### config.mk
export PLATFORM = sky130hd
export DESIGN_NAME = debug_display_scanner
export DESIGN_NICKNAME = d
export VERILOG_FILES = /design/src/rtl/debug_display_scanner.sv
export SDC_FILE = /design/constraint.sdc
export NUM_CORES = 1
export LEC_CHECK = 0
export ABC_AREA = 0
export ABC_CLOCK_PERIOD_IN_PS = 2340
export CELL_PAD_IN_SITES_DETAIL_PLACEMENT = 1
export CELL_PAD_IN_SITES_GLOBAL_PLACEMENT = 1
export CORE_MARGIN = 5
export CORE_UTILIZATION = 34
export CTS_CLUSTER_DIAMETER = 100
export DETAILED_ROUTE_END_ITERATION = 7
export GPL_TIMING_DRIVEN = 0
export PLACE_DENSITY = 0.82
export SLEW_MARGIN = 20
export SYNTH_ARGS = -nofsm -noshare
export SYNTH_HDL_FRONTEND = slang
export SYNTH_SLANG_ARGS = --single-unit
export TNS_END_PERCENT = 20
### constraint.sdc
create_clock -name clk -period 2.34 [get_ports clk]
set_input_delay 0.234 -clock clk [delete_from_list [all_inputs] [get_ports clk]]
set_output_delay 0.234 -clock clk [all_outputs]
set_load 0.1 [all_outputs]
### src/rtl/debug_display_scanner.sv
// Debug word pager: picks one of NCH debug words, steps through DIGITS-nibble pages with a
// debounced button, and scans the selected page onto an active-low multiplexed 7-seg display.
module debug_display_scanner #(
  parameter int unsigned DIGITS          = 4,
  parameter int unsigned WORD_W          = 32,
  parameter int unsigned NCH             = 2,
  parameter int unsigned REFRESH_DIV     = 100000,
  parameter int unsigned DEBOUNCE_CYCLES = 1000000,
  localparam int unsigned PAGES = WORD_W / (4 * DIGITS),
  localparam int unsigned SEL_W = (NCH > 1) ? $clog2(NCH) : 1,
  localparam int unsigned PG_W  = (PAGES > 1) ? $clog2(PAGES) : 1
) (
  input  logic                  clk,
  input  logic                  reset,
  input  logic [NCH*WORD_W-1:0] ch_data,
  input  logic [SEL_W-1:0]      ch_sel,
  input  logic                  page_btn,
  input  logic [DIGITS-1:0]     blank_mask,
  output logic [6:0]            seg_n,
  output logic                  dp_n,
  output logic [DIGITS-1:0]     anode_n,
  output logic [PG_W-1:0]       page_idx
);

  localparam int unsigned DIG_W = (DIGITS > 1) ? $clog2(DIGITS) : 1;
  localparam int unsigned REF_W = $clog2(REFRESH_DIV);
  localparam int unsigned DEB_W = $clog2(DEBOUNCE_CYCLES);

  logic             btn_s1_q, btn_s2_q;
  logic             btn_lvl_q, btn_lvl_d;
  logic [DEB_W-1:0] deb_cnt_q, deb_cnt_d;
  logic             press;
  logic [SEL_W-1:0] sel_shadow_q;
  logic [PG_W-1:0]  page_d;
  logic [REF_W-1:0] ref_cnt_q;
  logic [DIG_W-1:0] digit_q;
  logic             wrap;
  logic [31:0]      sel_ext, ch_idx, nib_pos;
  logic [WORD_W-1:0] word;
  logic [3:0]       nibble;
  logic [DIGITS-1:0] anode_d;

  function automatic logic [6:0] hex7(input logic [3:0] v);
    case (v)
      4'h0: hex7 = 7'b0000001;
      4'h1: hex7 = 7'b1001111;
      4'h2: hex7 = 7'b0010010;
      4'h3: hex7 = 7'b0000110;
      4'h4: hex7 = 7'b1001100;
      4'h5: hex7 = 7'b0100100;
      4'h6: hex7 = 7'b0100000;
      4'h7: hex7 = 7'b0001111;
      4'h8: hex7 = 7'b0000000;
      4'h9: hex7 = 7'b0000100;
      4'hA: hex7 = 7'b0001000;
      4'hB: hex7 = 7'b1100000;
      4'hC: hex7 = 7'b0110001;
      4'hD: hex7 = 7'b1000010;
      4'hE: hex7 = 7'b0110000;
      default: hex7 = 7'b0111000;
    endcase
  endfunction

  // Level is accepted only after DEBOUNCE_CYCLES consecutive disagreeing samples.
  always_comb begin
    btn_lvl_d = btn_lvl_q;
    deb_cnt_d = '0;
    press     = 1'b0;
    if (btn_s2_q != btn_lvl_q) begin
      if (deb_cnt_q == DEB_W'(DEBOUNCE_CYCLES - 1)) begin
        btn_lvl_d = btn_s2_q;
        press     = btn_s2_q;
      end else begin
        deb_cnt_d = deb_cnt_q + DEB_W'(1);
      end
    end
  end

  // A channel change takes priority over a simultaneous press.
  always_comb begin
    page_d = page_idx;
    if (ch_sel != sel_shadow_q) begin
      page_d = '0;
    end else if (press) begin
      page_d = (page_idx == PG_W'(PAGES - 1)) ? '0 : page_idx + PG_W'(1);
    end
  end

  assign wrap = (ref_cnt_q == REF_W'(REFRESH_DIV - 1));

  always_comb begin
    sel_ext = 32'(ch_sel);
    ch_idx  = (sel_ext >= NCH) ? 32'd0 : sel_ext;
    word    = WORD_W'(ch_data >> (ch_idx * WORD_W));
    nib_pos = 32'(page_idx) * DIGITS + 32'(digit_q);
    nibble  = 4'(word >> (nib_pos * 4));
    anode_d = '1;
    if (!blank_mask[digit_q]) begin
      anode_d[digit_q] = 1'b0;
    end
  end

  always_ff @(posedge clk or posedge reset) begin
    if (reset) begin
      btn_s1_q     <= 1'b0;
      btn_s2_q     <= 1'b0;
      btn_lvl_q    <= 1'b0;
      deb_cnt_q    <= '0;
      sel_shadow_q <= '0;
      page_idx     <= '0;
      ref_cnt_q    <= '0;
      digit_q      <= '0;
      anode_n      <= '1;
      seg_n        <= 7'h7F;
      dp_n         <= 1'b1;
    end else begin
      btn_s1_q     <= page_btn;
      btn_s2_q     <= btn_s1_q;
      btn_lvl_q    <= btn_lvl_d;
      deb_cnt_q    <= deb_cnt_d;
      sel_shadow_q <= ch_sel;
      page_idx     <= page_d;
      ref_cnt_q    <= wrap ? '0 : ref_cnt_q + REF_W'(1);
      if (wrap) begin
        digit_q <= (digit_q == DIG_W'(DIGITS - 1)) ? '0 : digit_q + DIG_W'(1);
      end
      anode_n <= anode_d;
      seg_n   <= hex7(nibble);
      dp_n    <= !((digit_q == DIG_W'(DIGITS - 1)) && (page_idx != '0));
    end
  end

endmodule

==> flow_summary.toml <==
[outcome]
status = "complete, no violations"

[global_routing]
grt_start_max_net_pins = 57
grt_usage_pct = 15.47
grt_pass1_wl_um = 14090
gr-total-overflow = 0
antenna_found_initial = 0
grt_pass1_vias = 2835

[synth]
synth_most_common_cell = "dfrtp_1"
yosys.cell_types.count = 41
ys_ff_latch = 56
syn_nets = 367
ys_async_sr_fraction_pct = 100.0
synth_warnings = 0
seq_area_frac_synth_pct = 44.50
synth_flop_cell = "dfrtp_1"
synth_edf_count = 0
syn_inst = 284
yosys.area.top_type_share_pct = 34.59
synth_area_um2 = 3183
synth_area_per_cell_um2 = 11.21
synth_common_cells = "dfrtp_1, nor2_1, nand3_1"
synth_area_leaders = "dfrtp_1, mux4_2, dfstp_2"
synth_top_area_cell = "dfrtp_1"

[worst_setup_path]
cp_max_fo = 10
r2r_start = "digit_q[0]$_DFFE_PP0N_"
rrSetupSlack_ns = 0.09
reg2regPathDepth = 8
cp-end-kind = "register"
regToRegEndpoint = "seg_n[3]$_DFF_PP1_"
path_class = "reg2reg"
critPathArrivalTime_ns = 2.48
critPathLaunchType = "register"
required_ns = 2.57

[detailed_routing]
routed_wl_um = 8655
firstDrtPassIters = 5
postRouteAntennaNets = 0
drtIter0Drc = 83
drc = 0
via_per_inst = 5.150
wire_per_inst_um = 17.59
vias = 2534

[clock_tree]
root_buffer = "clkbuf_8"
clockBufferDepth = 2
path_clk_slew_ns = 0.10
hold_buffers = 0
htreeDepth = 2
cts_tree = "built"
clk_latency_ns = 0.30
cts-buffers-inserted = 5
cts.sinks = 56

[timing]
setup-tns-final_ns = 0
finalSetupViolations = 0
max_freq_ghz = 0.4454
period_needed_ns = 2.245
finClkSkew_ns = 0.009382
slew_viol_final = 0
relSlewSlack_pct = 31.69
tightest_slew_ns = 1.022
timing.final.crit_share_pct = 95.95
hold_viol_final = 0

[floorplan]
die_h_um = 106.8
initial_core_util_pct = 34.61
ios = 85
dieWidth_um = 106.8
rows = 35
dieArea_um2 = 11400
coreArea_um2 = 9196

[min_path]
min_to = "sel_shadow_q$_DFF_PP0_"
holdCritPathClass = "in2reg"
min_from = "ch_sel"
holdPathStages = 1

[power]
total_leakage_power_uw = 0.001737
pwr_density_cell_nw_per_um2 = 490.8
irDropWorstVdd_v = 0.0004356

[placed_design]
gp_congestion = 0.7601
dpl.hpwl_um = 6731
port_buffers = 84

[finish]
final_core_util_pct = 47.39
insertedDiodeCount = 0
layout.nets = 463
area_growth_pct = 36.91
drive_gt1_share_pct = 16.80

[job]
maxCapViolations = 0
==> registers in the layout, indices dropped and copies added, names as in the netlist <==
register      count
btn_s2_q          1
dp_n              1
page_idx          1
digit_q           2
seg_n             7
btn_s1_q          1
ref_cnt_q        17
sel_shadow_q      1
anode_n           4
btn_lvl_q         1
deb_cnt_q        20
==> how the worst max path moves through the flow <==
stage | from | endpoint
2_1_floorplan | digit_q[0]$_DFFE_PP0N_ | seg_n[5]$_DFF_PP1_
3_3_place_gp | ch_sel | seg_n[0]$_DFF_PP1_
3_5_place_dp | ch_sel | seg_n[5]$_DFF_PP1_
4_1_cts | digit_q[0]$_DFFE_PP0N_ | seg_n[3]$_DFF_PP1_
5_1_grt | digit_q[0]$_DFFE_PP0N_ | seg_n[5]$_DFF_PP1_
6_report | digit_q[0]$_DFFE_PP0N_ | seg_n[3]$_DFF_PP1_
==> report_power, final <==
part	leakage, uW	internal (uW)	switching (uW)	total, uW
clock	0.0000558	324	318	642
sequential	0.000713	1000	11.7	1020
combinational	0.000967	224	256	480
==> cell usage in the layout, fill, tap and decap left out, types with 2 or more instances in the layout <==
cell type         n
clkdlybuf4s50_1  83
dfrtp_1          42
nor2_1           35
xnor2_1          19
nand3_1          18
mux4_2           18
xor2_1           15
nand2_1          15
inv_1            12
dfstp_2          12
ha_1             11
nand4_1           8
buf_4             8
nor3_1            5
mux2i_1           5
nand2b_1          5
clkbuf_8          5
nor2b_1           4
and4_1            3
and3_1            3
o21ai_0           3
or3_1             3
a21oi_1           3
buf_2             3
o21ai_1           3
mux2_1            3
buf_6             3
nand3_2           2
a22oi_1           2
or2_1             2
o2bb2ai_1         2
nor3b_1           2
nor4_1            2
or4b_1            2
dfrtp_2           2
==> final cells by class <==
cell class,count,area [um^2]
fillers,1027,4838
repair buffers,90,884.6
plain buffers,10,88.84
clock buffers,6,72.57
multi-input cells,203,1660
flip-flops and latches,56,1419
inverters,14,55.05
well taps,111,138.9
clock inverters,2,38.79
==> metal layers <==
metal	wire length [um]	vias to the layer above	share of wire, %	global-route usage, %
li1	-	1191	-	-
met1	3575	1277	41	18.08
met2	4580	46	53	28.46
met3	206	20	2.4	2.288
met4	293	0	3.4	5.845
met5	0	-	0	0
==> critical path, cell delays in order (launching register included) <==
cell and delay [ns]:
dfrtp_2 0.45, buf_6 0.16, mux4_2 0.30, mux4_2 0.56, buf_4 0.17, buf_4 0.13
ha_1 0.19, mux2i_1 0.13, mux2i_1 0.08
==> what timing repair did <==
item / CTS / global route
resized for setup: 9 / 7
endpoints found under the setup margin: 7 / 8
setup buffers: 6 / 0
==> logic make-up (layout without fill, tap and decap cells) <==
logic type                 count (synthesis)  after routing  share of synthesized area [%]
and+or+nand+nor                          113            113                          18.63
buffers and inverters                     25            122                          3.813
muxes                                     27             27                          15.72
AOI/OAI and AO/OA                         18             18                          3.656
xor gates and xnor gates                  34             34                          9.355
adders and majority gates                 11             11                          4.324
DFF                                       56             56                          44.50
==> per-stage QoR <==
stage | instance area [um^2] | setup slack (ns) | cells | total power (uW) | hold slack [ns]
2_1_floorplan | 3184 | 0.06454 | 284 | 1315 | 0.2654
3_3_place_gp | 4164 | -0.6544 | 479 | 1493 | 0.3548
3_5_place_dp | 4167 | -0.7100 | 479 | 1503 | 0.3803
4_1_cts | 4347 | 0.002696 | 493 | 2163 | 0.1994
5_1_grt | 4358 | -0.001449 | 492 | 2231 | 0.1927
6_report | 4358 | 0.09475 | 492 | 2139 | 0.1995
No activity file was read; power rests on OpenSTA's default activity.
